$ cat config.mk
export PLATFORM = sky130hd
export DESIGN_NAME = uart_tx_serializer_flat
export DESIGN_NICKNAME = d
export VERILOG_FILES = /design/src/rtl/uart_tx_serializer_if.sv /design/src/rtl/uart_tx_serializer.sv /design/src/flat_wrapper.sv
export SDC_FILE = /design/constraint.sdc
export NUM_CORES = 1
export LEC_CHECK = 0
export ABC_AREA = 1
export ABC_CLOCK_PERIOD_IN_PS = 1780
export BUFFER_PORTS_ARGS = -buffer_cell sky130_fd_sc_hd__buf_2
export CAP_MARGIN = 10
export CELL_PAD_IN_SITES_DETAIL_PLACEMENT = 1
export CELL_PAD_IN_SITES_GLOBAL_PLACEMENT = 1
export CORE_ASPECT_RATIO = 0.6
export CORE_MARGIN = 10
export CORE_UTILIZATION = 42
export DETAILED_ROUTE_END_ITERATION = 12
export HOLD_SLACK_MARGIN = 0.06
export PLACE_DENSITY_LB_ADDON = 0.1
export SETUP_SLACK_MARGIN = 0.05
export SLEW_MARGIN = 20
export SYNTH_ARGS = -nofsm -noshare
export SYNTH_HDL_FRONTEND = slang
export SYNTH_SLANG_ARGS = --single-unit
$ cat constraint.sdc
create_clock -name clk -period 1.78 [get_ports clk]
set_input_delay 0.267 -clock clk [delete_from_list [all_inputs] [get_ports clk]]
set_output_delay 0.267 -clock clk [all_outputs]
set_load 0.03 [all_outputs]
$ cat src/rtl/uart_tx_serializer_if.sv
// FIFO read-side handshake between the TX FIFO and uart_tx_serializer.
// master = serializer (issues pops), slave = FIFO (supplies data/empty).
interface uart_tx_serializer_if #(
  parameter int data_wd = 8
);
  logic               empty;
  logic [data_wd-1:0] rd_data;
  logic               rd_en;

  modport master (input empty, input rd_data, output rd_en);
  modport slave  (output empty, output rd_data, input rd_en);
endinterface

$ cat src/rtl/uart_tx_serializer.sv
// UART transmit serializer: pops one FIFO word per frame and shifts it out LSB first.
// Optional parity bit enabled by defining UART_TX_PARITY_EN.
module uart_tx_serializer #(
  parameter int data_wd   = 8,
  parameter int stop_bits = 1
) (
  input  logic                        clk,
  input  logic                        rst,
  input  logic                        tx_en,
  input  logic [15:0]                 baud_div,
  input  logic                        parity_odd,
  uart_tx_serializer_if.master        fifo,
  output logic                        tx,
  output logic                        busy,
  output logic                        frame_done
);

  localparam int BIT_W = (data_wd > 1) ? $clog2(data_wd) : 1;
  localparam logic [BIT_W-1:0] LAST_BIT  = BIT_W'(data_wd - 1);
  localparam logic             LAST_STOP = (stop_bits == 2);

  typedef enum logic [2:0] {
    S_IDLE,
    S_FETCH,
    S_START,
    S_DATA,
`ifdef UART_TX_PARITY_EN
    S_PARITY,
`endif
    S_STOP
  } state_e;

  state_e             state_q, state_d;
  logic [15:0]        baud_cnt_q, baud_cnt_d;
  logic [BIT_W-1:0]   bit_cnt_q, bit_cnt_d;
  logic               stop_cnt_q, stop_cnt_d;
  logic               tx_q, tx_d;
  logic [data_wd-1:0] shreg_q, shreg_d;
  logic [15:0]        div_q, div_d;
  logic               rd_en_c;
  logic               frame_done_c;
  logic               bit_end;

`ifdef UART_TX_PARITY_EN
  logic par_q, par_d;
`else
  logic unused_parity_odd;
  assign unused_parity_odd = parity_odd;
`endif

  assign bit_end = (baud_cnt_q == div_q);

  always_comb begin
    state_d      = state_q;
    baud_cnt_d   = baud_cnt_q;
    bit_cnt_d    = bit_cnt_q;
    stop_cnt_d   = stop_cnt_q;
    shreg_d      = shreg_q;
    div_d        = div_q;
`ifdef UART_TX_PARITY_EN
    par_d        = par_q;
`endif
    rd_en_c      = 1'b0;
    frame_done_c = 1'b0;
    tx_d         = 1'b1;

    case (state_q)
      S_IDLE: begin
        baud_cnt_d = '0;
        bit_cnt_d  = '0;
        stop_cnt_d = 1'b0;
        if (tx_en && !fifo.empty) begin
          rd_en_c = 1'b1;
          state_d = S_FETCH;
        end
      end
      S_FETCH: begin
        // Word and divisor are frozen here so later FIFO/register changes cannot disturb the frame
        shreg_d    = fifo.rd_data;
        div_d      = baud_div;
        baud_cnt_d = '0;
`ifdef UART_TX_PARITY_EN
        par_d      = (^fifo.rd_data) ^ parity_odd;
`endif
        state_d    = S_START;
      end
      S_START: begin
        if (bit_end) state_d = S_DATA;
      end
      S_DATA: begin
        if (bit_end) begin
          shreg_d = shreg_q >> 1;
          if (bit_cnt_q == LAST_BIT) begin
            bit_cnt_d = '0;
`ifdef UART_TX_PARITY_EN
            state_d   = S_PARITY;
`else
            state_d   = S_STOP;
`endif
          end else begin
            bit_cnt_d = bit_cnt_q + 1'b1;
          end
        end
      end
`ifdef UART_TX_PARITY_EN
      S_PARITY: begin
        if (bit_end) state_d = S_STOP;
      end
`endif
      S_STOP: begin
        if (bit_end) begin
          if (stop_cnt_q == LAST_STOP) begin
            frame_done_c = 1'b1;
            stop_cnt_d   = 1'b0;
            state_d      = S_IDLE;
          end else begin
            stop_cnt_d = stop_cnt_q + 1'b1;
          end
        end
      end
      default: state_d = S_IDLE;
    endcase

    if (state_q != S_IDLE && state_q != S_FETCH) begin
      baud_cnt_d = bit_end ? 16'd0 : baud_cnt_q + 16'd1;
    end

    // Line level is computed for the upcoming state so tx comes straight off a flop
    case (state_d)
      S_START:  tx_d = 1'b0;
      S_DATA:   tx_d = shreg_d[0];
`ifdef UART_TX_PARITY_EN
      S_PARITY: tx_d = par_d;
`endif
      default:  tx_d = 1'b1;
    endcase
  end

  always_ff @(posedge clk) begin
    if (rst) begin
      state_q    <= S_IDLE;
      baud_cnt_q <= '0;
      bit_cnt_q  <= '0;
      stop_cnt_q <= 1'b0;
      tx_q       <= 1'b1;
    end else begin
      state_q    <= state_d;
      baud_cnt_q <= baud_cnt_d;
      bit_cnt_q  <= bit_cnt_d;
      stop_cnt_q <= stop_cnt_d;
      tx_q       <= tx_d;
    end
  end

  always_ff @(posedge clk) begin
    shreg_q <= shreg_d;
    div_q   <= div_d;
`ifdef UART_TX_PARITY_EN
    par_q   <= par_d;
`endif
  end

  // Pops are held off while rst is high so no word is lost to a held reset
  assign fifo.rd_en = rd_en_c && !rst;
  assign tx         = tx_q;
  assign busy       = (state_q != S_IDLE);
  assign frame_done = frame_done_c;

endmodule

$ cat src/flat_wrapper.sv
// flat-port wrapper written by rule: the top's interface ports become plain ports
module uart_tx_serializer_flat 
#(
  parameter int data_wd   = 8,
  parameter int stop_bits = 1
)
  (clk, rst, tx_en, baud_div, parity_odd, tx, busy, frame_done, fifo_empty, fifo_rd_data, fifo_rd_en);
  uart_tx_serializer_if #(.data_wd(data_wd)) fifo_i ();
  input  logic clk;
  input  logic rst;
  input  logic tx_en;
  input  logic [15:0] baud_div;
  input  logic parity_odd;
  output logic tx;
  output logic busy;
  output logic frame_done;
  input wire logic [$bits(fifo_i.empty)-1:0] fifo_empty;
  input wire logic [$bits(fifo_i.rd_data)-1:0] fifo_rd_data;
  output wire logic [$bits(fifo_i.rd_en)-1:0] fifo_rd_en;
  assign fifo_i.empty = fifo_empty;
  assign fifo_i.rd_data = fifo_rd_data;
  assign fifo_rd_en = fifo_i.rd_en;
  uart_tx_serializer #(.data_wd(data_wd), .stop_bits(stop_bits)) u_core (.clk(clk), .rst(rst), .tx_en(tx_en), .baud_div(baud_div), .parity_odd(parity_odd), .fifo(fifo_i), .tx(tx), .busy(busy), .frame_done(frame_done));
endmodule
* After elaboration in Yosys (flattened, before gate mapping)
Index checks and enable logic that the tools add are counted.
Widths: inputs -> output; s select.
** Storage, ports and cells
- Flip-flop bits (word level) :: 48
** Operators by class
- Add/sub/neg operators :: 3
- Eq/ne operators :: 11
- Multiplexer cells :: 24
- Reduce and logical (&&, ||, !) cells :: 15
** Operators with widths (number)
- $mux 16 :: 3
- $mux 3 :: 8
- $add 16x1->16 const B :: 1
- $eq 16x16->1 :: 1
- $pmux 8 s2 :: 1
- $pmux 3 s5 :: 1
- $eq 3x2->1 const B :: 4
- $mux 8 :: 1
- $reduce_bool 2->1 :: 4
- $mux 1 :: 7
- $eq 3x3->1 const B :: 2
- $pmux 3 s2 :: 1
- $reduce_and 2->1 :: 3
- $ne 2x1->1 const B :: 2
- $pmux 1 s2 :: 2
- $add 3x1->3 const B :: 1
- $eq 3x1->1 const B :: 1
- $logic_and 1x1->1 :: 3
- $logic_not 3->1 :: 1
- $ne 3x1->1 const B :: 1
- $reduce_bool 3->1 :: 1
- $logic_not 1->1 :: 2
- $reduce_or 2->1 :: 1
- $add 1x1->1 const B :: 1

* Longest topological paths before layout
Gate-level depths: netlist of run 1.
- Word-level depth :: 6
- Mapped depth :: 12
- Gate-level depth less buffers :: 12

* Worst setup path before layout of run 1
OpenSTA, ideal clock, no wires.
- Kind :: register to output
- Start :: reg u_core.baud_cnt_q[7]
- End :: out frame_done
- Data arrival time :: 1.865 ns
- Path slack :: -0.352 ns
- Stages on the path, launching flop included :: 9
- Buffers on the path :: 0
- Cell sequence :: dfxtp_1 > inv_1 > nand2_1 > nand2_1 > nor2_1 > nand2_1 > nor2_2 > nand2_2 > nor4_1
** Between the ends
- Word-level cells in the longest chain between the ends :: 3
** Ends and longest elaborated chain
- start: declaration :: line uart_tx_serializer.sv:34 : logic [15:0] baud_cnt_q, baud_cnt_d;
- start signal: assignment :: line uart_tx_serializer.sv:148 : baud_cnt_q <= baud_cnt_d;
- $eq 16x16->1 :: line uart_tx_serializer.sv:51 : assign bit_end = (baud_cnt_q == div_q);
- $mux 1 :: line uart_tx_serializer.sv:111 : if (bit_end) begin
- $mux 1 :: line uart_tx_serializer.sv:67 : case (state_q)
- end: declaration :: line flat_wrapper.sv:16 : output logic frame_done;
No other way between the ends.

* Final worst setup path of run 1
- Start :: reg u_core.baud_cnt_q[4]
- End :: out frame_done
The elaborated chain is that of the path after synthesis.

==> results of run 1 <==
[final cells by class]
type | count | area, µm²
well taps | 66 | 82.6
inverters | 47 | 184
clock inverters | 3 | 67.6
repair buffers | 49 | 323
multi-input cells | 177 | 950
flip-flops and latches | 47 | 1190
fillers | 627 | 2240
clock buffers | 5 | 68.8
[report_power, final]
part | internal (mW) | switching [mW]
Combinational | 0.0799 | 0.108
Clock | 0.560 | 0.379
Sequential | 1.17 | 0.0174
[how the worst max path moves through the flow]
stage          slack [ps]    endpoint  cells after the start
2_1_floorplan        -0.5  frame_done                      8
3_3_place_gp           40  frame_done                      9
3_5_place_dp            8  frame_done                      9
4_1_cts              -190  frame_done                      8
5_1_grt              -370  frame_done                      9
6_report             -200  frame_done                      9
[state kept, by name (all words and copies together), names as in the netlist]
name	cells
u_core.div_q	16
u_core.bit_cnt_q	3
u_core.state_q	3
u_core.tx	1
u_core.baud_cnt_q	16
u_core.shreg_q	8
[timing repair]
item                                    in CTS  in global routing
endpoints found under the setup margin       5                 24
pin swaps                                    3                  4
hold buffers                                 0                  0
buffers inserted                             2                  4
resized for setup                            8                 32
[metrics by stage]
stage                     TNS [ps]  hold slack [ps]
final                         -202              129
after global routing         -1010              115
after CTS                     -203              116
after detailed placement         0              446
after global placement           0              444
after floorplan             -0.491              336
[layer usage]
layer	up-vias	GRT usage, %	wire length (µm)
met5	-	0	0
li1	967	-	-
met1	875	14.9	2630
met4	0	3.74	75
met3	8	3.93	209
met2	31	19.6	2690
[worst max-delay path, stage by stage, from the launching register on]
cell and delay (ps):
dfxtp_2 390, inv_1 90, nand2_1 80, nand2_1 60
nor2_1 80, nand2_1 90, nor2_4 150, nand2_2 110
nor4_4 190, buf_6 180
[layout by cell type (no fill, tap or decap), types with 2 or more instances in the layout]
master and count:
inv_2 3, xor2_1 6, nor3_1 5, buf_6 4
o21ai_1 2, a21oi_1 9, edfxtp_1 23, nor2_4 6
o21ai_0 5, buf_4 15, clkbuf_8 5, dfxtp_1 11
buf_2 29, dfxtp_2 12, inv_1 42, bufinv_16 2
nand2_4 3, nand2_2 4, ha_1 3, a22o_1 6
nor2_2 4, nand3_1 7, nand4_1 2, nor2_1 34
nand2_1 72
[cells by family (layout without fill, tap and decap cells)]
group	Yosys count	in the layout	synth area share, %
simple gates	144	144	28.6
buf+inv	48	104	8.25
flops	47	47	52.5
compound gates	24	24	6.62
xor+xnor	6	6	2.36
fa+ha+maj	3	3	1.68
==> out/results.tsv, run 1 <==
metric	value	unit
hpwl	3930	µm
hold_path.class	in2reg	
end_kind	output pin	
clk_pin_slew	100	ps
gr-total-overflow	0	
ys.flop_type	dfxtp_1	
finalCritPeriodShare	111	%
whs_path_depth	1	
crit_path_start_kind	flip-flop	
startpoint	u_core.baud_cnt_q[4]$_SDFF_PP0_	
synthCells	272	
place_congestion	0.732	
h-tree-depth	2	
fin_worst_skew	10.6	ps
cap_violations	0	
cp.arrival	1720	ps
hold_viol	0	
p_per_area	807	nW/µm²
clkLatencyLatePin	310	ps
instances_no_fill	394	
rows	20	
synth-seq-cells	47	
port_buffers	31	
p_leak	1.21	nW
worstHoldEndpoint	u_core.div_q[1]$_DFFE_PP_	
slew_violations	0	
vias	1881	
utilization	56.1	%
period_needed	1980	ps
required	1510	ps
synthesis.area	2230	µm²
core	5100	µm²
synth.area.top_cells	edfxtp_1, dfxtp_1, nand2_1	
cts.sinks	47	
slew_headroom	83.0	%
violations	setup timing	
path_max_fanout	6	
post_dp_cell_area	2570	µm²
place_inst	380	
r2r_start	u_core.baud_cnt_q[11]$_SDFF_PP0_	
rrSetupSlack	40	ps
antenna_found_initial	0	
diodes	0	
cts_buffer_depth	2	
grtUsageTotal	12.1	%
postLayoutCellArea	2870	µm²
routedWlPerCell	14.2	µm
initial_core_util	43.7	%
ioPinCount	33	
numCtsBuffers	5	
async_flop_share	0	%
drc	0	
yosysTopAreaCell	edfxtp_1	
viasPerCell	4.77	
syn_avg_cell_area	8.20	µm²
die_w	114	µm
fmax	0.505	GHz
wirelength	5600	µm
ant_nets	0	
layout-drive-gt1-share	29.9	%
rr_worst_depth	12	
synth.distinct_cells	27	
grt_pass1_wl	8770	µm
grt_max_degree	16	
synth_edf_count	23	
peakVddDrop	0.343	mV
fin_nets	359	
die_area	8720	µm²
crit_type	reg2out	
grt_pass1_vias	1989	
rsz0062_at_grt	true	
dp_slack	8.40	ps
cts_tree	yes	
synth.top_cell.area_share	31.0	%
die_height	76.4	µm
ys_seq_area_share	52.5	%
drt_iter0_drc	40	
total_power	2.31	mW
synth_common_cells	nand2_1, inv_1, nor2_1	
yosys.cell_count.top_type	nand2_1	
ys_warn_count	0	
setup_violations	1	
status	complete, but fails checks	
drt_first_pass_iters	4	
setup_slack	-202	ps
area_growth	28.5	%
worst_pin_slew	253	ps
r2r_end	u_core.shreg_q[1]$_DFFE_PP_	
hold_start	baud_div[1]	
synth_nets	304	
clockRootBuffer	clkbuf_8	
Note: power is estimated with default switching activity, not from simulation.
==> run 2, diff against run 1 <==
- CORE_MARGIN: 10 -> default
==> run 2 against run 1 <==
  * The run still ends with setup timing left
  * Flip-flop and latch count did not move
  * Clock power fell by 16%
  * Combinational power rose by 3%
  * Final area rose by 1.2%
  * Largest power group unchanged
  * Highest routed layer unchanged
==> out/results.tsv, run 2 (synthesis results as in run 1) <==
metric	value	unit	change
crit_family	simple AND/OR/NAND/NOR gates		
utilization	57.1	%	+0.94 points
drt_iter0_drc	59		+48%
fin_nets	363		+1.1%
worst_pin_slew	260	ps	+6.41 ps
crit_path_start_kind	flip-flop		
clk_pin_slew	90	ps	about the same
routedWlPerCell	13.8	µm	-2.7%
grt_pass1_wl	8650	µm	-1.4%
status	complete, but fails checks		
clkLatencyLatePin	310	ps	about the same
fmax	0.516	GHz	+2.3%
violations	setup timing		
slew_headroom	82.5	%	-0.43 points
p_per_area	746	nW/µm²	-7.6%
rows	20		unchanged
ant_nets	0		unchanged
wirelength	5500	µm	-1.7%
port_buffers	31		unchanged
drc	0		unchanged
die_area	5610	µm²	-36%
core	5080	µm²	-0.49%
period_needed	1940	ps	-43.9 ps
cts_buffer_depth	2		unchanged
cpPeakStageDelay	390	ps	about the same
dp_slack	72.8	ps	+64.4 ps
initial_core_util	43.9	%	+0.22 points
cts.sinks	47		unchanged
place_inst	383		+0.79%
cts_tree	yes		
cap_violations	0		unchanged
end_kind	output pin		
vias	1912		+1.6%
setup_slack	-158	ps	+43.9 ps
p_leak	1.23	nW	+0.97%
numCtsBuffers	5		unchanged
peakVddDrop	0.503	mV	+47%
gr-total-overflow	0		unchanged
path_cells	xor2_1, nor2_1, nand2_1, nor2_4, nand2_2, nor4_4, buf_6		
post_dp_cell_area	2590	µm²	+0.88%
drt_first_pass_iters	4		unchanged
hold_path.class	in2reg		
die_w	96.1	µm	-16%
path_max_fanout	2		-4
viasPerCell	4.80		+0.63%
grt_pass1_vias	1930		-3.0%
required	1510	ps	about the same
layout_common_cells	nand2_1, inv_1, nor2_1, buf_2, edfxtp_1		
ioPinCount	33		unchanged
hpwl	3830	µm	-2.7%
setup_violations	7		+6
postLayoutCellArea	2900	µm²	+1.2%
grt_max_degree	16		unchanged
cp_num_buf_inv	1		-1
h-tree-depth	2		unchanged
fin_worst_skew	3.73	ps	-6.85 ps
hold_viol	0		unchanged
grtUsageTotal	20.6	%	+8.5 points
clockRootBuffer	clkbuf_8		
instances_no_fill	398		+1.0%
total_power	2.16	mW	-6.5%
place_congestion	0.751		+2.6%
crit_type	reg2out		
antenna_found_initial	0		unchanged
area_growth	30.0	%	
cp.arrival	1670	ps	-50 ps
slew_violations	0		unchanged
rsz0062_at_grt	true		
die_height	58.4	µm	-24%
final_common_cell	nand2_1		
finalCritPeriodShare	109	%	-2.5 points
layout-drive-gt1-share	32.2	%	+2.4 points
diodes	0		unchanged
largestRegisters	u_core.baud_cnt_q x16, u_core.div_q x16, u_core.shreg_q x8		
crit_slowest_cell	edfxtp_1		
run 2: timing repair:
action                     in CTS  in global routing
setup endpoints to repair       2                 22
resized for setup              13                 35
pin swaps                       2                  7
hold buffers                    0                  0
setup buffers                   2                  6
run 2: per-stage QoR:
stage | setup TNS, ps | hold slack, ps
after floorplan | -0.491 | 336
after global placement | 0 | 443
after detailed placement | 0 | 446
after CTS | -191 | 123
after global routing | -1690 | 114
final | -518 | 123
run 2: cell type report:
type / instances / area [µm²]
Fill cell: 624 / 2180
Clock inverter: 3 / 38.8
Timing Repair Buffer: 53 / 360
Sequential cell: 47 / 1190
Multi-Input combinational cell: 177 / 977
Clock buffer: 5 / 68.8
Inverter: 47 / 181
Tap cell: 66 / 82.6
run 2: where the power goes:
group	internal, mW	switching [mW]
sequential	1.17	0.0174
combinational	0.0786	0.114
clock	0.412	0.374
total	1.66	0.505
run 2: routing by layer:
layer | GRT usage (%) | vias up | wire (µm)
met5 | 0 | - | 0
met2 | 34.3 | 25 | 2600
met1 | 26.8 | 906 | 2630
li1 | - | 973 | -
met3 | 5.30 | 8 | 185
met4 | 5.76 | 0 | 82
run 2: path summary, 6_finish.rpt:
check,to,startpoint,cells past startpoint,slack [ps]
max,frame_done,u_core.div_q[2]$_DFFE_PP_,7,-160
min,u_core.div_q[0]$_DFFE_PP_,baud_div[0],1,120
max reg2reg,u_core.shreg_q[3]$_DFFE_PP_,u_core.div_q[5]$_DFFE_PP_,13,-60
min reg2reg,u_core.baud_cnt_q[0]$_SDFF_PP0_,u_core.baud_cnt_q[0]$_SDFF_PP0_,1,430
==> run 3, diff against run 2 <==
- CELL_PAD_IN_SITES_DETAIL_PLACEMENT: 1 -> default
- CELL_PAD_IN_SITES_GLOBAL_PLACEMENT: 1 -> default
- CORE_UTILIZATION: 42 -> 56
==> run 3 against run 2 <==
  * Combinational power down 13%
  * Clock power down 4.1%
  * Worst setup slack better by 43 ps
  * Core utilization up 16 points
  * Count of clock-buffer cells in the layout unchanged
  * Register-to-register slack better by 150 ps
  * Hold slack better by 12 ps
  * Flip-flop and latch count unchanged
  * Fmax up 2.3%
  * Largest power group unchanged
  * Cell count down 7.0%
  * The run still ends with setup timing left
==> out/results.tsv, run 3 (synthesis results as in run 1) <==
metric	value	unit	change
dp_slack	51.4	ps	-21.5 ps
hold_viol	0		unchanged
p_per_area	773	nW/µm²	+3.6%
required	1510	ps	about the same
grt_pass1_wl	7030	µm	-19%
grt_max_degree	15		-1
place_congestion	0.851		+13%
fmax	0.528	GHz	+2.3%
diodes	0		unchanged
finalCritPeriodShare	106	%	-2.4 points
setup_slack	-115	ps	+43.4 ps
gr-total-overflow	0		unchanged
fin_tns_setup	-139	ps	+379 ps
period_needed	1890	ps	-43.4 ps
ioPinCount	33		unchanged
post_dp_cell_area	2520	µm²	-2.7%
end_kind	output pin		
total_power	2.10	mW	-2.7%
grt_pass1_vias	1684		-13%
status	complete, but fails checks		
viasPerCell	4.85		+1.0%
largestRegisters	u_core.baud_cnt_q x16, u_core.div_q x16, u_core.shreg_q x8		
slew_violations	0		unchanged
final_common_cell	nand2_1		
path_max_fanout	2		unchanged
routedWlPerCell	11.2	µm	-19%
ant_nets	0		unchanged
grtUsageTotal	21.4	%	+0.74 points
port_buffers	31		unchanged
whs	135	ps	+12.4 ps
fin_nets	354		-2.5%
layout-drive-gt1-share	25.1	%	-7.2 points
clk_pin_slew	90	ps	about the same
area_growth	22.1	%	
postLayoutCellArea	2720	µm²	-6.1%
die_height	50.9	µm	-13%
fin_worst_skew	6.90	ps	+3.17 ps
cap_violations	0		unchanged
ctsHoldBuffers	0		unchanged
hpwl	2990	µm	-22%
worst_pin_slew	210	ps	-49.9 ps
violations	setup timing		
antenna_found_initial	0		unchanged
setup_violations	2		-5
vias	1796		-6.1%
crit_type	reg2out		
peakVddDrop	0.490	mV	-2.7%
cts_buffer_depth	2		unchanged
rows	17		-15%
drt_first_pass_iters	4		unchanged
rsz0062_at_grt	true		
die_area	4250	µm²	-24%
numCtsBuffers	5		unchanged
crit_path_start_kind	flip-flop		
core	3740	µm²	-26%
clkLatencyLatePin	300	ps	about the same
die_w	83.5	µm	-13%
cts.sinks	47		unchanged
hold_path.class	in2reg		
drt_iter0_drc	88		+49%
cp.arrival	1630	ps	-40 ps
slew_headroom	85.9	%	+3.3 points
cts_tree	yes		
initial_core_util	59.6	%	+16 points
layout_common_cells	nand2_1, inv_1, nor2_1, buf_2, edfxtp_1		
p_leak	1.17	nW	-4.6%
drc	0		unchanged
h-tree-depth	2		unchanged
wirelength	4150	µm	-25%
clockRootBuffer	clkbuf_8		
## run 3: cell count changes in the layout (fill, tap and decap cells not counted), moves of 4 or more
cell	previous run	this run
dfxtp_1	11	18
dfxtp_2	12	5
buf_4	17	12
buf_6	6	2
## run 3: final timing paths
| check | from | end | slack [ps] | cells past startpoint |
|---|---|---|---|---|
| worst max-delay path | u_core.div_q[2]$_DFFE_PP_ | frame_done | -110 | 7 |
| worst min-delay path | baud_div[0] | u_core.div_q[0]$_DFFE_PP_ | 140 | 1 |
| worst max register to register | u_core.div_q[1]$_DFFE_PP_ | u_core.shreg_q[2]$_DFFE_PP_ | 90 | 12 |
| worst min register to register | u_core.baud_cnt_q[0]$_SDFF_PP0_ | u_core.baud_cnt_q[0]$_SDFF_PP0_ | 440 | 1 |
## run 3: critical path: stages, from the launching register on
cell and delay, ps:
edfxtp_1 390, xor2_1 170, nor2_1 100, nand2_1 90, nor2_4 160, nand2_2 70
nor4_2 150, buf_4 200
## run 3: power by group
part,leakage (nW),switching (mW),internal (mW),total [mW]
clock,0.0556,0.343,0.411,0.754
combinational,0.699,0.0967,0.0710,0.168
sequential,0.414,0.0153,1.17,1.18
## run 3: area by class of cell
type	count	area (µm²)
Multi-Input combinational cell	177	916
Sequential cell	47	1180
Clock buffer	5	68.8
Clock inverter	3	38.8
Timing Repair Buffer	44	278
Inverter	47	181
Fill cell	300	1020
Tap cell	47	58.8
## run 3: routing by layer
| metal | global-route usage, % | up-vias | share of wire [%] |
|---|---|---|---|
| met5 | 0 | - | 0 |
| met1 | 28.0 | 796 | 49 |
| met4 | 7.63 | 0 | 0.96 |
| li1 | - | 955 | - |
| met2 | 35.1 | 40 | 44 |
| met3 | 5.49 | 5 | 6.1 |
## run 3: timing repair
item,CTS,global route
hold endpoints to repair,0,0
pin swaps,2,3
endpoints found under the setup margin,2,21
resized for setup,9,12
buffers inserted,2,2
## run 3: through the flow
stage	util [%]	cells
after floorplan	-	272
after global placement	67.4	358
after detailed placement	67.4	358
after CTS	71.2	368
after global routing	72.7	370
final	72.7	370
